## src/rtl/dmem_pkg.sv

```systemverilog
// -----------------------------------------------------------------------------
// dmem_pkg
// Shared types and constants for the data-memory arbiter.
//   - mem_size_e : RV32 access size encoding on the requester ports
//   - rsp_ctx_t  : everything needed one cycle after accept to build a response
//   - access_err : alignment / legal-size check for one access
// -----------------------------------------------------------------------------
package dmem_pkg;

    localparam int DATA_WIDTH = 32;
    localparam int DATA_BYTES = 4;
    localparam int NREQ       = 2;

    typedef enum logic [1:0] {
        SZ_BYTE = 2'b00,
        SZ_HALF = 2'b01,
        SZ_WORD = 2'b10,
        SZ_ILL  = 2'b11
    } mem_size_e;

    typedef struct packed {
        logic      port;
        logic [1:0] off;
        mem_size_e size;
        logic      uns;
        logic      we;
        logic      err;
    } rsp_ctx_t;

    // Halfwords must sit on an even byte, words on a word boundary.
    function automatic logic access_err(input mem_size_e size, input logic [1:0] off);
        case (size)
            SZ_BYTE: access_err = 1'b0;
            SZ_HALF: access_err = off[0];
            SZ_WORD: access_err = (off != 2'b00);
            default: access_err = 1'b1;
        endcase
    endfunction

endpackage

```

## src/rtl/dmem_lane_align.sv

```systemverilog
// -----------------------------------------------------------------------------
// dmem_lane_align
// Combinational byte-lane alignment, one instance per direction.
//   LOAD=0 (store side): o_data = store data replicated across lanes,
//                        o_lanes = byte write enables for the access.
//   LOAD=1 (load side) : o_data = memory word shifted down by the byte offset
//                        and sign/zero-extended to the access size,
//                        o_lanes = byte lanes the load consumes.
// Ports:
//   i_off   byte offset within the word      i_size  access size (mem_size_e)
//   i_uns   zero-extend loads when 1         i_data  store data or memory word
//   o_data  aligned data                     o_lanes byte-lane mask
// -----------------------------------------------------------------------------
module dmem_lane_align
    import dmem_pkg::*;
#(
    parameter bit LOAD = 1'b0
) (
    input  logic [1:0]            i_off,
    input  logic [1:0]            i_size,
    input  logic                  i_uns,
    input  logic [DATA_WIDTH-1:0] i_data,
    output logic [DATA_WIDTH-1:0] o_data,
    output logic [DATA_BYTES-1:0] o_lanes
);

    mem_size_e w_size;
    assign w_size = mem_size_e'(i_size);

    // Misaligned shifts may fall off the top of the mask; the caller
    // suppresses those accesses anyway.
    always_comb begin
        // NOTE: every always_comb output gets a default first so no path
        // through the case can leave it unassigned and infer a latch.
        o_lanes = '0;
        case (w_size)
            SZ_BYTE: o_lanes = 4'b0001 << i_off;
            SZ_HALF: o_lanes = 4'b0011 << i_off;
            SZ_WORD: o_lanes = 4'b1111;
            default: o_lanes = '0;
        endcase
    end

    generate
        if (LOAD) begin : g_load
            logic [DATA_WIDTH-1:0] w_shifted;
            assign w_shifted = i_data >> {i_off, 3'b000};

            always_comb begin
                o_data = w_shifted;
                case (w_size)
                    SZ_BYTE: o_data = {{24{~i_uns & w_shifted[7]}},  w_shifted[7:0]};
                    SZ_HALF: o_data = {{16{~i_uns & w_shifted[15]}}, w_shifted[15:0]};
                    default: o_data = w_shifted;
                endcase
            end
        end else begin : g_store
            // Extension does not apply to stores.
            logic w_unused_uns;
            assign w_unused_uns = i_uns;

            always_comb begin
                o_data = i_data;
                case (w_size)
                    SZ_BYTE: o_data = {4{i_data[7:0]}};
                    SZ_HALF: o_data = {2{i_data[15:0]}};
                    default: o_data = i_data;
                endcase
            end
        end
    endgenerate

endmodule

```

## src/rtl/dmem_arbiter.sv

```systemverilog
// -----------------------------------------------------------------------------
// dmem_arbiter
// Shares one synchronous single-port data memory (1-cycle read latency,
// write-first, byte write enables) between port 0 (core LSU) and port 1
// (debug/DMA). One access is accepted every cycle any request is valid; its
// response pulses on the owning port exactly one cycle later.
//
// Build option:
//   DMEM_ARB_FIXED_PRIO_EN  defined   -> port 0 always wins a collision
//                           undefined -> round-robin between the ports
// Ports:
//   clk, rst_n        clock, asynchronous active-low reset
//   i_req_*           per-port request (valid, byte addr, we, size, unsigned, wdata)
//   o_req_ready       one-hot accept for the granted port
//   o_rsp_valid       one-hot response pulse, one cycle after accept
//   o_rsp_rdata       extended load data (0 for stores and errors)
//   o_rsp_err         misaligned or illegal-size access
//   o_mem_*           word address, replicated write data, byte write enables
//   i_mem_rdata       memory read data, valid the cycle after the address
// -----------------------------------------------------------------------------
module dmem_arbiter
    import dmem_pkg::*;
#(
    parameter int DEPTH       = 2048,
    parameter int ADDR_WIDTH  = $clog2(DEPTH),
    parameter int BADDR_WIDTH = ADDR_WIDTH + 2
) (
    input  logic                        clk,
    input  logic                        rst_n,
    input  logic [NREQ-1:0]             i_req_valid,
    output logic [NREQ-1:0]             o_req_ready,
    input  logic [NREQ*BADDR_WIDTH-1:0] i_req_addr,
    input  logic [NREQ-1:0]             i_req_we,
    input  logic [NREQ*2-1:0]           i_req_size,
    input  logic [NREQ-1:0]             i_req_unsigned,
    input  logic [NREQ*DATA_WIDTH-1:0]  i_req_wdata,
    output logic [NREQ-1:0]             o_rsp_valid,
    output logic [DATA_WIDTH-1:0]       o_rsp_rdata,
    output logic                        o_rsp_err,
    output logic [ADDR_WIDTH-1:0]       o_mem_addr,
    output logic [DATA_WIDTH-1:0]       o_mem_wdata,
    output logic [DATA_BYTES-1:0]       o_mem_wen,
    input  logic [DATA_WIDTH-1:0]       i_mem_rdata
);

    // ---------------------------------------------------------------- grant
    logic w_any;
    logic w_gnt;
    assign w_any = |i_req_valid;

`ifdef DMEM_ARB_FIXED_PRIO_EN
    assign w_gnt = ~i_req_valid[0];
`else
    // r_rr names the port that wins the next collision.
    logic r_rr;
    assign w_gnt = (&i_req_valid) ? r_rr : i_req_valid[1];

    always_ff @(posedge clk or negedge rst_n) begin
        // NOTE: state registers use non-blocking assignments so every flop
        // samples pre-edge values regardless of block evaluation order.
        if (!rst_n) begin
            r_rr <= 1'b0;
        end else if (w_any) begin
            r_rr <= ~w_gnt;
        end
    end
`endif

    assign o_req_ready = w_any ? (w_gnt ? 2'b10 : 2'b01) : 2'b00;

    // ------------------------------------------------- granted request mux
    logic [BADDR_WIDTH-1:0] w_addr;
    logic [1:0]             w_size_raw;
    logic                   w_we;
    logic                   w_uns;
    logic [DATA_WIDTH-1:0]  w_wdata;
    logic [1:0]             w_off;
    logic                   w_err;
    logic [DATA_BYTES-1:0]  w_st_lanes;

    assign w_addr     = w_gnt ? i_req_addr[2*BADDR_WIDTH-1:BADDR_WIDTH] : i_req_addr[BADDR_WIDTH-1:0];
    assign w_size_raw = w_gnt ? i_req_size[3:2] : i_req_size[1:0];
    assign w_we       = w_gnt ? i_req_we[1] : i_req_we[0];
    assign w_uns      = w_gnt ? i_req_unsigned[1] : i_req_unsigned[0];
    assign w_wdata    = w_gnt ? i_req_wdata[2*DATA_WIDTH-1:DATA_WIDTH] : i_req_wdata[DATA_WIDTH-1:0];
    assign w_off      = w_addr[1:0];
    assign w_err      = access_err(mem_size_e'(w_size_raw), w_off);

    dmem_lane_align #(.LOAD(1'b0)) u_store_align (
        .i_off   (w_off),
        .i_size  (w_size_raw),
        .i_uns   (w_uns),
        .i_data  (w_wdata),
        .o_data  (o_mem_wdata),
        .o_lanes (w_st_lanes)
    );

    assign o_mem_addr = w_addr[BADDR_WIDTH-1:2];
    // Faulting accesses are still accepted but must never touch memory.
    assign o_mem_wen  = (w_any && w_we && !w_err) ? w_st_lanes : '0;

    // --------------------------------------------------- response pipeline
    logic     r_pend;
    rsp_ctx_t r_ctx;

    always_ff @(posedge clk or negedge rst_n) begin
        if (!rst_n) begin
            r_pend <= 1'b0;
            r_ctx  <= '0;
        end else begin
            r_pend <= w_any;
            if (w_any) begin
                r_ctx <= '{port: w_gnt, off: w_off, size: mem_size_e'(w_size_raw),
                           uns: w_uns, we: w_we, err: w_err};
            end
        end
    end

    logic [DATA_WIDTH-1:0] w_ld_data;
    logic [DATA_BYTES-1:0] w_unused_ld_lanes;

    dmem_lane_align #(.LOAD(1'b1)) u_load_align (
        .i_off   (r_ctx.off),
        .i_size  (r_ctx.size),
        .i_uns   (r_ctx.uns),
        .i_data  (i_mem_rdata),
        .o_data  (w_ld_data),
        .o_lanes (w_unused_ld_lanes)
    );

    assign o_rsp_valid = r_pend ? (r_ctx.port ? 2'b10 : 2'b01) : 2'b00;
    assign o_rsp_err   = r_pend & r_ctx.err;
    assign o_rsp_rdata = (r_pend && !r_ctx.we && !r_ctx.err) ? w_ld_data : '0;

endmodule
```

## config.mk

```make
export PLATFORM = sky130hd
export DESIGN_NAME = dmem_arbiter
export DESIGN_NICKNAME = d
export VERILOG_FILES = /design/src/rtl/dmem_pkg.sv /design/src/rtl/dmem_lane_align.sv /design/src/rtl/dmem_arbiter.sv
export SDC_FILE = /design/constraint.sdc
export NUM_CORES = 1
export LEC_CHECK = 0
export BUFFER_PORTS_ARGS = -buffer_cell sky130_fd_sc_hd__buf_2
export CAP_MARGIN = 25
export CORE_AREA = 2 2 84 86
export DETAILED_ROUTE_END_ITERATION = 12
export DIE_AREA = 0 0 86 88
export PLACE_DENSITY_LB_ADDON = 0.12
export SKIP_LAST_GASP = 1
export SYNTH_ARGS = -nofsm -noshare
export SYNTH_HDL_FRONTEND = slang
export SYNTH_SLANG_ARGS = --single-unit
```

## constraint.sdc

```tcl
create_clock -name clk -period 1.85 [get_ports clk]
set_input_delay 0.185 -clock clk [delete_from_list [all_inputs] [get_ports clk]]
set_output_delay 0.185 -clock clk [all_outputs]
set_load 0.02 [all_outputs]
```

# == Yosys cells after proc, flatten, opt, wreduce, memory -nomap -nowiden ==
# Cells that the tools add are included.
# totals
reg_bits,10
in_bits,134
# classes
eq_ne,3
n_shift,3
n_mux,16
bitwise_logic,5
n_reduce_logical,12
# op_table
operator,n
case mux 32 bit (2 select lines),2
2-to-1 mux 32 bit,2
right shift 32 x 5 -> 32 bit,1
2-to-1 mux 13 bit,1
case mux 4 bit (3 select lines),1
2-to-1 mux 2 bit,5
"== test 2 x 1 -> 1 bit, second input constant",2
logical AND 1 bit,4
zero test 2 bit,2
2-to-1 mux 4 bit,1
"left shift 1 x 2 -> 4 bit, first input constant",1
"left shift 2 x 2 -> 4 bit, first input constant",1
bitwise AND 1 bit,3
zero test 1 bit,3
2-to-1 mux 1 bit,3
case mux 1 bit (3 select lines),1
"== test 2 bit, second input constant",1
inverter 1 bit,2
AND reduction 2 bit,1
nonzero test 2 bit,1
OR reduction 2 bit,1

# == Longest topological paths before layout ==
# Gate-level depths: netlist of run 1.
# logic_depth
word_depth,8
ltp_mapped,7
ltp_nobuf,5

# == Modules after synthesis ==
# From an unflattened synthesis of run 1, not the netlist that was laid out.
# unflattened
cells_unflattened,358
hier_area_um2,3040.4
# by_module_without_submodules
mod,instances,cells_per_inst,area_per_inst_um2,seq_area_each_um2
dmem_arbiter,1,165,1601.5,250.2
dmem_lane_align at u_load_align,1,129,904.6,0.0
dmem_lane_align at u_store_align,1,64,534.3,0.0

# == Least setup slack after synthesis of run 1 ==
# No wires, ideal clock.
# synth_path
path_kind,reg-to-output
start,reg r_rr
end,out o_mem_wen[0]
arrival_ns,1.822
required_time_ns,1.665
path_slack_ns,-0.157
path_stages_with_launch,7
n_path_buf,1
path_cell_list,dfrtp_1 > nand2b_1 > nand2_2 > inv_2 > buf_4 > or3_1 > a221oi_1
# synth_between
elab_chain_len,7
word_cells_on_any_way,16
classes_between,2 x eq/ne; 2 x shift; 7 x mux; 5 x reduce/logical
# synth_rtl
item,line_no,text
start: declaration,dmem_arbiter.sv:55,logic r_rr;
start signal: assignment,dmem_arbiter.sv:64,r_rr <= ~w_gnt;
2-to-1 mux 1 bit (*),dmem_arbiter.sv:56,assign w_gnt = (&i_req_valid) ? r_rr : i_req_valid[1];
2-to-1 mux 2 bit or 2-to-1 mux 13 bit (tied branches),"dmem_arbiter.sv:82, dmem_arbiter.sv:81",
"== test 2 bit, or another cell as far along","dmem_pkg.sv:32, dmem_lane_align.sv:36",
case mux 1 bit (3 select lines),dmem_pkg.sv:32,case (size)
zero test 1 bit,dmem_arbiter.sv:100,assign o_mem_wen = (w_any && w_we && !w_err) ? w_st_lanes : '0;
logical AND 1 bit,dmem_arbiter.sv:100,
2-to-1 mux 4 bit (*),dmem_arbiter.sv:100,
end: declaration,dmem_arbiter.sv:42,"output logic [DATA_BYTES-1:0] o_mem_wen,"
# Mark *: on every way between the ends. The rest lies on a longest branch, timed or not.

# == Final worst setup path of run 1 ==
# layout_path
start,reg r_ctx[0] (netlist bit)
end,out o_rsp_rdata[19]
# layout_between
elab_chain_len,3
# layout_rtl
item,line_no,text
start: declaration,dmem_arbiter.sv:104,rsp_ctx_t r_ctx;
start signal: assignment,dmem_arbiter.sv:113,"r_ctx <= '{port: w_gnt, off: w_off, size: mem_size_e'(w_size_raw),"
zero test 1 bit,dmem_arbiter.sv:133,assign o_rsp_rdata = (r_pend && !r_ctx.we && !r_ctx.err) ? w_ld_data : '0;
logical AND 1 bit,dmem_arbiter.sv:133,
2-to-1 mux 32 bit,dmem_arbiter.sv:133,
end: declaration,dmem_arbiter.sv:38,"output logic [DATA_WIDTH-1:0] o_rsp_rdata,"
# No other way between the ends.

==> results of run 1 <==
[Yosys cell counts (all sizes together), types with 10 or more instances]
cell    count  share of area, %
nor2       21               3.1
a21oi      20               5.2
o21ai      37               7.7
a211oi     17               5.1
dfrtp      10                10
nor2b      10               2.5
clkbuf     17               2.5
and2       10               2.5
buf        16               4.3
nand2      76                11
mux2i      76                30
inv        12               1.8
[critical path, delay by kind of cell, from the launching register on]
family / cells / cell delay [ns]
simple gates: 2 / 0.92
flops: 1 / 0.39
compound gates: 1 / 0.17
buf+inv: 1 / 0.14
[stage by stage]
step / total power [uW] / instances / setup TNS (ns)
after global placement: 1710 / 667 / -0.222
after global routing: 2590 / 694 / -9.63
after floorplan: 1160 / 363 / -0.665
final: 2450 / 694 / -6.42
after CTS: 2330 / 690 / -5.42
after detailed placement: 1730 / 667 / -0.784
[power groups by stage]
stage | Clock (uW) | Sequential, uW | Combinational, uW
after global routing | 293 | 274 | 2020
final | 281 | 270 | 1900
after floorplan | 0 | 266 | 897
after detailed placement | 0 | 270 | 1460
after global placement | 0 | 269 | 1440
after CTS | 283 | 268 | 1780
[timing repair]
action                                  CTS  global route
gates cloned                              2             0
endpoints found under the setup margin   59            67
pin swaps                                24            20
gates resized for setup                 136            76
hold buffers                              1             0
endpoints found under the hold margin    10             0
setup buffers                            16             5
[worst max path at each step]
stage                     slack (ns)                  from  cells after the start               to
after floorplan                -0.07  r_ctx[1]$_DFFE_PN0N_                      5  o_rsp_rdata[16]
after global placement         -0.03  r_ctx[1]$_DFFE_PN0N_                      4  o_rsp_rdata[21]
after detailed placement       -0.08  r_ctx[1]$_DFFE_PN0N_                      4  o_rsp_rdata[20]
after CTS                      -0.21  r_ctx[5]$_DFFE_PN0N_                      6  o_rsp_rdata[12]
after global routing           -0.27  r_ctx[5]$_DFFE_PN0N_                      7  o_rsp_rdata[10]
final                          -0.20  r_ctx[0]$_DFFE_PN0N_                      4  o_rsp_rdata[19]
[final cells by class]
cell class,instances,area (sq um),share of cell area (%)
clock buffer,4,55.1,1.12
inverter,12,52.6,1.07
multi-input combinational,308,2460,50.0
sequential,10,251,5.11
tap,80,100,2.04
timing repair buffer,280,2000,40.6
[metal layers]
layer	share of wire (%)	wire length, um	vias up	GRT usage [%]
li1	-	-	1790	-
met1	38	4140	1698	31.3
met4	2.7	297	0	11.5
met3	5.9	643	22	3.11
met2	54	5900	162	50.7
met5	0	0	-	0
[sequential cells by signal, summed over array words and instances, names as in the netlist]
signal / flops
r_rr: 1
r_pend: 1
r_ctx: 8
[placed cells by master (no fill, tap or decap), drive strengths merged, types with 2 or more instances in the layout]
cell type  netlist  layout
a211oi          17      17
a21oi           20      20
a221oi           2       2
a32oi            2       2
and2            10      10
buf             16     279
clkbuf          17       4
dfrtp           10      10
inv             12      12
mux2             4       4
mux2i           76      76
nand2           76      76
nand2b           2       2
nand3            3       3
nor2            21      21
nor2b           10      10
nor3             2       2
o211ai           2       2
o21ai           37      37
or2              2       2
or3              5       5
or3b             2       2
xor2             3       3
[logic make-up (layout without fill, tap and decap cells)]
logic type,count (synthesis),after routing,share of synthesized area (%)
AND/OR/NAND/NOR,135,135,24.8
XOR/XNOR,4,4,1.39
multiplexers,80,80,32.1
buffers and inverters,45,296,8.62
flip-flops,10,10,9.96
AO/OA/AOI/OAI,89,89,23.2
==> summary.txt, run 1 <==
Outcome
  – Outcome: finished, violations left
  – Failing checks: setup timing

Logic synthesis
  – EDFF count, synth: 0
  – Avg Cell Area, Syn: just under 7 sq um
  – Synthesis-stage register bit count: 10
  – Post-Syn Nets: approximately 500
  – Distinct cell type count after synthesis: 43
  – Mapped Cells: roughly 360
  – Synth Cell Area: 2510 sq um
  – Sequential area share after synthesis: 9.96%
  – Post-synth ARST share: 100%
  – Predominant post-synthesis flop cell: dfrtp_1
  – Synth warnings: 0

Final layout
  – Share of cells above drive strength 1: 62.1%
  – Design Area, Final: between 4000 and 5000 sq um
  – Nets@finish: 749
  – Finished Core Util: 74.0%
  – Diode count: 0
  – Area Growth Syn to Fin: 95.7%
  – # fillers: roughly 550

STA
  – Setup ws final: -0.204 ns
  – Max Clock Freq: roughly 490 MHz
  – Final setup fails: between 50 and 60
  – Slew at the pin with the worst max-slew slack: roughly 0.37 ns
  – Setup Skew: approximately 0.0027 ns
  – RSZ-0062 raised after global routing: true
  – Final min period: 2.05 ns
  – Max-slew headroom: ~75%
  – Max Transition Viols Final: 0
  – Final hold vios: 0
  – Hold Worst Slack: around 0.17 ns
  – Period Utilization, post-route: 111%

Global route
  – GR Overflow Total: 0
  – First-pass GRT wire length: between 15000 and 20000 um
  – GRT Overall Usage: a little over a quarter
  – Vias in the first global route: approximately 3500
  – Largest net degree at the start of global routing: 30
  – Initial antenna violation count: 0

Min path
  – Hold EP: r_ctx[2]$_DFFE_PN0N_
  – Hold Crit Class: primary input to flop
  – HP Start: i_req_unsigned[0]
  – WHS Path Cells: 3

Setup path
  – R2r endpoint: r_ctx[0]$_DFFE_PN0N_
  – Crit-path most repeated cell: or3b_4
  – Crit Path Max Fanout: 8
  – R2r setup slk: around 0.27 ns
  – Worst path max stage delay: about 0.51 ns
  – CP Class: flop to output pin
  – Slowest CP cell: or3b_4
  – Critical Path AT: 1.87 ns
  – Worst setup SP type: flop
  – Worst Path Required: ~1.7 ns
  – Cell breakdown of the critical path: or3b_4, or3b_4, o21ai_2, buf_6
  – Worst setup EP type: output pin
  – Worst r2r path cells: 7
  – Reg-to-reg startpoint: r_rr$_DFFE_PN0N_

Floorplan
  – Starting Density: 37.8%
  – Core ar.: approximately 6600 sq um
  – Die area: between 7000 and 8000 sq um
  – # rows: 30
  – Chip width: 86 um
  – I/O pin count: 218
  – Height of the die: just under 90 um

Drt
  – Wirelength per Cell: between 15 and 20 um
  – Routed vias/inst: 5.29
  – Total length of routed wires: between 10000 and 15000 um
  – Via Count: between 3000 and 4000
  – DRC: 0
  – Number of detailed-route iterations in the first pass: 4
  – Post-DRT Antenna Nets: 0
  – DR iter-0 viols: between 80 and 90

Placement
  – Placed inst area: 3920 sq um
  – Setup WS pre-CTS: -0.0795 ns
  – DP Wirelength: approximately 8000 um
  – GPL Wtd Cong: 0.875
  – Port bufs: 217

Power
  – P_int: approximately 1300 uW
  – Leakage: around 0.0026 uW
  – NetSw: ~1100 uW
  – P per Cell Area: 498 nW/um^2
  – Combinational share of power: between 70% and 80%
  – Peak VDD IR: 0.241 mV
  – Clock power share: between 10% and 20%
  – Sw Ratio: 45.0%
  – Sequential share of power: 11.0%

CTS
  – CTS sink count: 10
  – # H-tree levels: 1
  – CTS root buf: clkbuf_8
  – Clock Latency Late Sink: about 0.24 ns
  – CTS clock-pin slew for the worst setup and hold paths: about 0.050 ns
  – CTS tree: yes
  – Max clock buf depth: 2
  – CTS Buf Count: 3

Flow run
  – Max Cap Viol: 0
(Power assumes the default switching activity.)
==> run 2, diff against run 1 <==
--- a/config.mk
+++ b/config.mk
@@ -7,9 +7,10 @@
 export LEC_CHECK = 0
 export BUFFER_PORTS_ARGS = -buffer_cell sky130_fd_sc_hd__buf_2
 export CAP_MARGIN = 25
-export CORE_AREA = 2 2 84 86
+export CORE_AREA = 2 2 85 87
+export CTS_BUF_LIST = sky130_fd_sc_hd__clkbuf_4
 export DETAILED_ROUTE_END_ITERATION = 12
-export DIE_AREA = 0 0 86 88
+export DIE_AREA = 0 0 87 89
 export PLACE_DENSITY_LB_ADDON = 0.12
 export SKIP_LAST_GASP = 1
 export SYNTH_ARGS = -nofsm -noshare
==> constraint.sdc (replaced) <==
create_clock -name clk -period 2.5 [get_ports clk]
set_input_delay 0.25 -clock clk [delete_from_list [all_inputs] [get_ports clk]]
set_output_delay 0.25 -clock clk [all_outputs]
set_load 0.02 [all_outputs]
==> run 2 against run 1 <==
The flow now finishes without violations; global-route usage down 4.1 points; combinational power shrank 48%; sequential power decreased by 25%; highest routed layer unchanged; utilization decreased by 20 points; wire length decreased by 13%; sequential cell count did not move; largest cell class unchanged; register-to-register slack improved by 0.47 ns; sequential share of layout area increased by 1.7 points; total power is 47% lower; worst setup slack gained 0.32 ns.
==> summary.txt, run 2 (synthesis results as in run 1) <==
CTS
  – Clock Latency Late Sink: 0.26 ns (+0.02 ns)
  – # H-tree levels: 1 (unchanged)
  – CTS sink count: 10 (unchanged)
  – CTS Buf Count: 3 (unchanged)
  – CTS tree: yes
  – CTS root buf: clkbuf_4
  – CTS clock-pin slew for the worst setup and hold paths: 0.06 ns (about the same)
  – Max clock buf depth: 2 (unchanged)

STA
  – Final hold vios: 0 (unchanged)
  – Max Transition Viols Final: 0 (unchanged)
  – TNS Setup: 0 ns (+6.42 ns)
  – Slew at the pin with the worst max-slew slack: 0.501 ns (+0.134 ns)
  – RSZ-0062 raised after global routing: true
  – Final setup fails: 0 (-100%)
  – Setup Skew: 0.00367 ns (+0.000963 ns)
  – Max Clock Freq: 419 MHz
  – Period Utilization, post-route: between 90% and 100%
  – Max-slew headroom: 66.4% (-8.4 points)
  – Final min period: 2.39 ns

Placement
  – DP Wirelength: 7730 um (-3.3%)
  – GPL Wtd Cong: 0.923 (+5.6%)
  – Port bufs: 217 (unchanged)

Floorplan
  – Core ar.: 6720 sq um (+1.1%)
  – Chip width: 87 um (+1.2%)
  – I/O pin count: 218 (unchanged)
  – Die area: 7740 sq um (+2.3%)
  – # rows: 30 (unchanged)
  – Height of the die: 89 um (+1.1%)
  – Starting Density: 37.4% (-0.42 points)

Global route
  – GR Overflow Total: 0 (unchanged)
  – Met1 usage: 26.7% (-4.6 points)
  – First-pass GRT wire length: 14700 um (-13%)
  – GRT busiest layer: met2
  – Largest net degree at the start of global routing: 32 (+6.7%)
  – GRT Overall Usage: 23.1% (-4.1 points)
  – GRT met3 Usage: 2.95% (-0.16 points)
  – Met2 Use GR: 43.8% (-6.9 points)
  – Vias in the first global route: 3124 (-11%)
  – Initial antenna violation count: 0 (unchanged)

Setup path
  – Worst setup SP type: flop
  – Worst path max stage delay: 0.59 ns (+0.08 ns)
  – Critical Path AT: 2.14 ns (+0.27 ns)
  – Crit Path Max Fanout: 8 (unchanged)
  – Cell breakdown of the critical path: or3b_1, or3b_1, o21ai_1, buf_2
  – Crit-path most repeated cell: or3b_1
  – Slowest CP cell: or3b_1
  – Worst Path Required: 2.25 ns (+0.59 ns)
  – Worst setup EP type: output pin
  – CP Class: flop to output pin

Final layout
  – Most common cell after layout, fill and taps aside: buf_2
  – Most flops, register: r_ctx
  – Nets@finish: 697 (-6.9%)
  – Share of cells above drive strength 1: 45.4% (-17 points)
  – Area Growth Syn to Fin: 45.8%
  – Top Registers: r_ctx: 8 flops, r_pend: 1 flops, r_rr: 1 flops
  – Commonest cells after routing, fill and taps aside: buf_2 (217), mux2i_1 (76), nand2_1 (75), o21ai_0 (29), nor2_1 (21)
  – Diode count: 0 (unchanged)
  – Multi-input logic area: 2060 sq um (-16%)
  – Register area: 250 sq um (-0.50%)
  – # fillers: 688 (+26%)
  – Max reg flops: 8 (unchanged)

Power
  – Leakage: 0.00216 uW (-16%)
  – P per Cell Area: 354 nW/um^2 (-29%)
  – Tot Pwr: 1300 uW (-47%)
  – Peak VDD IR: 0.143 mV (-41%)

Outcome
  – Outcome: finished clean

Drt
  – DR iter-0 viols: 82 (-3.5%)
  – Wirelength per Cell: 14.9 um (-6.0%)
  – Post-DRT Antenna Nets: 0 (unchanged)
  – Number of detailed-route iterations in the first pass: 6 (+2)
  – Routed vias/inst: 5.20 (-1.6%)
  – Total length of routed wires: 9550 um (-13%)
  – Via Count: 3341 (-9.0%)
  – DRC: 0 (unchanged)

Flow run
  – Max Cap Viol: 0 (unchanged)

Min path
  – Hold Crit Class: primary input to flop
[run 2: area by class of cell]
cell class / instances / area share (%)
Multi-Input combinational cell: 308 / 56.3
Timing Repair Buffer: 228 / 32.1
Sequential cell: 10 / 6.83
Tap cell: 80 / 2.73
Inverter: 12 / 1.30
Clock buffer: 3 / 0.615
Clock inverter: 1 / 0.102
[run 2: per-stage QoR]
stage | hold slack (ns) | util [%] | area (sq um) | instances | worst slack, ns
3_5_place_dp | 0.117 | 53.6 | 3600 | 637 | 0.317
4_1_cts | 0.224 | 54.2 | 3640 | 642 | 0.0281
5_1_grt | 0.229 | 54.5 | 3660 | 642 | -0.00738
3_3_place_gp | 0.118 | 53.6 | 3600 | 637 | 0.387
2_1_floorplan | -0.0456 | - | 2510 | 363 | 0.428
6_report | 0.235 | 54.5 | 3660 | 642 | 0.114
[run 2: final timing paths]
| kind | from | to | slack, ns | cells past startpoint |
|---|---|---|---|---|
| hold reg to reg | r_ctx[1]$_DFFE_PN0N_ | r_ctx[1]$_DFFE_PN0N_ | 0.49 | 2 |
| max in group asynchronous | rst_n | r_ctx[3]$_DFFE_PN0N_ | 1.92 | 2 |
| setup / recovery | r_ctx[1]$_DFFE_PN0N_ | o_rsp_rdata[17] | 0.11 | 4 |
| setup reg to reg | r_rr$_DFFE_PN0N_ | r_ctx[0]$_DFFE_PN0N_ | 0.74 | 5 |
| min in group asynchronous | rst_n | r_ctx[7]$_DFFE_PN0N_ | 0.39 | 2 |
| hold / removal | i_req_unsigned[0] | r_ctx[2]$_DFFE_PN0N_ | 0.24 | 3 |
[run 2: worst max-delay path: cells and delay by family (launching register included)]
| family | cells | cell delay (ns) |
|---|---|---|
| AOI/OAI and AO/OA | 1 | 0.21 |
| buffers and inverters | 1 | 0.18 |
| DFF | 1 | 0.38 |
| and+or+nand+nor | 2 | 1.11 |
[run 2: what timing repair did]
action,4_1_cts,5_1_grt
hold buffers,1,0
buffers inserted,0,0
resized for setup,0,6
endpoints found under the setup margin,0,27
endpoints found under the hold margin,10,0
[run 2: layer usage]
layer | vias to the layer above | share of wire [%]
met2 | 134 | 52
met3 | 16 | 5.6
met1 | 1511 | 40
met5 | - | 0
met4 | 0 | 2.0
li1 | 1680 | -
[run 2: where the power goes]
part | leakage, uW | switching (uW) | internal, uW | total (uW)
combinational | 0.00203 | 597 | 390 | 986
sequential | 0.000116 | 22.2 | 181 | 203
clock | 0.0000154 | 50.3 | 57.4 | 108
==> run 3, diff against run 2 <==
--- a/config.mk
+++ b/config.mk
@@ -11,6 +11,7 @@
 export CTS_BUF_LIST = sky130_fd_sc_hd__clkbuf_4
 export DETAILED_ROUTE_END_ITERATION = 12
 export DIE_AREA = 0 0 87 89
+export GPL_TIMING_DRIVEN = 0
 export PLACE_DENSITY_LB_ADDON = 0.12
 export SKIP_LAST_GASP = 1
 export SYNTH_ARGS = -nofsm -noshare
==> run 3 against run 2 <==
Via count up 4.9%; register-to-register slack worse by 0.05 ns; clock skew up 0.0036 ns; largest cell class unchanged; critical path type unchanged; critical endpoint is now o_mem_wdata[22]; cell count up 2.6%; combinational power about the same; total power up 1.5%.
==> summary.txt, run 3 (synthesis results as in run 1) <==
Outcome
  – Outcome: finished clean

Global route
  – Largest net degree at the start of global routing: 11 (-66%)
  – First-pass GRT wire length: 15500 um (+5.3%)
  – Vias in the first global route: 3166 (+1.3%)
  – GRT Overall Usage: 24.6% (+1.5 points)
  – Initial antenna violation count: 0 (unchanged)
  – GR Overflow Total: 0 (unchanged)

CTS
  – # H-tree levels: 1 (unchanged)
  – CTS tree: yes
  – CTS sink count: 10 (unchanged)
  – CTS root buf: clkbuf_4
  – Clock Latency Late Sink: 0.25 ns (about the same)
  – CTS Buf Count: 3 (unchanged)
  – Post-CTS Setup Repair Bufs: 0 (unchanged)
  – Max clock buf depth: 2 (unchanged)
  – CTS clock-pin slew for the worst setup and hold paths: 0.06 ns (about the same)

Final layout
  – Diode count: 0 (unchanged)
  – Share of cells above drive strength 1: 44.4% (-0.99 points)
  – Non-filler cells in the finished layout: 659 (+2.6%)
  – Nets@finish: 715 (+2.6%)
  – Most flops, register: r_ctx
  – Area Growth Syn to Fin: 48.1%
  – Most common cell after layout, fill and taps aside: buf_2
  – Top Registers: r_ctx: 8 flops, r_pend: 1 flops, r_rr: 1 flops
  – Commonest cells after routing, fill and taps aside: buf_2 (221), mux2i_1 (76), nand2_1 (75), o21ai_0 (29), nor2_1 (21)
  – Max reg flops: 8 (unchanged)

STA
  – Slew at the pin with the worst max-slew slack: 0.655 ns (+0.153 ns)
  – Max-slew headroom: 56.3% (-10 points)
  – RSZ-0062 raised after global routing: true
  – Setup Skew: 0.00730 ns (+0.00363 ns)
  – Final setup fails: 0 (unchanged)
  – Period Utilization, post-route: 96.8% (+1.4 points)
  – Final min period: 2.42 ns (+0.0339 ns)
  – Max Transition Viols Final: 0 (unchanged)
  – Final hold vios: 0 (unchanged)
  – Setup ws final: 0.0805 ns (-0.0339 ns)
  – Max Clock Freq: 413 MHz (-1.4%)

Placement
  – DP Wirelength: 8390 um (+8.5%)
  – GPL Wtd Cong: 0.896 (-3.0%)
  – Port bufs: 212 (-2.3%)
  – Setup WS pre-CTS: 0.337 ns (+0.0199 ns)
  – Placed cells: 655 (+2.8%)

Power
  – Clock power share: 7.8% (-0.5 points)
  – Sequential share of power: 15.2% (-0.5 points)
  – Sw Ratio: 51.9% (+0.33 points)
  – P per Cell Area: 354 nW/um^2 (about the same)
  – Leakage: 0.00218 uW (+0.80%)
  – NetSw: 684 uW (+2.2%)
  – Peak VDD IR: 0.155 mV (+8.5%)
  – P_int: 634 uW (+0.84%)
  – Combinational share of power: 77.0% (+1.0 points)

Min path
  – Hold Crit Class: primary input to flop
  – WHS Path Cells: 3 (unchanged)

Setup path
  – CP Class: flop to output pin
  – Worst r2r path cells: 6 (+1)
  – Worst path max stage delay: 0.43 ns (-0.16 ns)
  – Worst setup SP type: flop
  – Critical Path AT: 2.17 ns (+0.03 ns)
  – Slowest CP cell: mux2i_1
  – Worst path top cell family by delay: multiplexers
  – Stages on the worst setup path: 6 (+2)
  – Crit Path Max Fanout: 10 (+2)
  – Bufs and invs on worst path: 2 (+1)
  – Worst Path Required: 2.25 ns (about the same)
  – Worst setup EP type: output pin
  – Cell breakdown of the critical path: nand2b_1, nand2_2, buf_2, mux2i_1, mux2i_1, buf_2

Floorplan
  – I/O pin count: 218 (unchanged)
  – Chip width: 87 um (unchanged)
  – # rows: 30 (unchanged)
  – Die area: 7740 sq um (unchanged)
  – Core ar.: 6720 sq um (unchanged)
  – Height of the die: 89 um (unchanged)
  – Starting Density: 37.4% (unchanged)

Flow run
  – Max Cap Viol: 0 (unchanged)

Drt
  – DR iter-0 viols: 131 (+60%)
  – M1 WL: 4180 um (+9.2%)
  – Top sig layer: met4
  – Number of detailed-route iterations in the first pass: 4 (-2)
  – Routed wl met3: 694 um (+29%)
  – Wirelength per Cell: 15.7 um (+5.3%)
  – Total length of routed wires: 10300 um (+8.1%)
  – Post-DRT Antenna Nets: 0 (unchanged)
  – DRC: 0 (unchanged)
  – Met2 wire len: 5310 um (+6.5%)
  – Routed vias/inst: 5.32 (+2.2%)
  – Via Count: 3506 (+4.9%)
## run 3: metal layers
layer,track usage [%],vias up
met5,0,-
met4,5.40,0
met3,2.77,14
met2,46.6,158
met1,29.8,1621
li1,-,1713
## run 3: final timing paths
kind                                      start  slack [ns]              endpoint
setup / recovery               r_rr$_DFFE_PN0N_        0.08       o_mem_wdata[22]
hold / removal                i_req_unsigned[1]        0.23  r_ctx[2]$_DFFE_PN0N_
setup reg to reg               r_rr$_DFFE_PN0N_        0.69  r_ctx[1]$_DFFE_PN0N_
hold reg to reg            r_ctx[1]$_DFFE_PN0N_        0.48  r_ctx[1]$_DFFE_PN0N_
max in group asynchronous                 rst_n        1.92  r_ctx[3]$_DFFE_PN0N_
min in group asynchronous                 rst_n        0.39      r_rr$_DFFE_PN0N_
## run 3: metrics by stage
stage | power (uW) | TNS (ns) | hold slack (ns) | utilization (%) | area (sq um)
finish | 1320 | 0 | 0.232 | 55.4 | 3720
global route | 1410 | -0.0151 | 0.240 | 55.4 | 3720
CTS | 1320 | 0 | 0.228 | 55.2 | 3710
detailed placement | 1210 | 0 | 0.122 | 54.7 | 3670
global placement | 1190 | 0 | 0.117 | 54.7 | 3670
floorplan | 845 | 0 | -0.0456 | - | 2510
## run 3: power groups by stage
stage	logic, uW	registers (uW)	clock network [uW]
floorplan	648	197	0
finish	1010	200	103
global route	1090	203	114
global placement	991	202	0
CTS	1010	200	106
detailed placement	1000	202	0
## run 3: what timing repair did
item                                    CTS  global route
hold buffers                              1             0
endpoints found under the setup margin    0            24
endpoints found under the hold margin    10             0
resized for setup                         0             7
## run 3: area by class of cell
class / instances / area (sq um)
Inverter: 12 / 45.0
Fill cell: 714 / 3000
Timing Repair Buffer: 213 / 1070
Buffer: 33 / 179
Sequential cell: 10 / 250
Multi-Input combinational cell: 308 / 2050
Tap cell: 80 / 100
Clock buffer: 3 / 22.5
## run 3: worst reg2reg max path: cells and delay by family, from the launching register on
| family | cells | cell delay, ns |
|---|---|---|
| AND/OR/NAND/NOR | 3 | 0.53 |
| flip-flops | 1 | 0.42 |
| buffers and inverters | 2 | 0.22 |
| AO/OA/AOI/OAI | 1 | 0.50 |
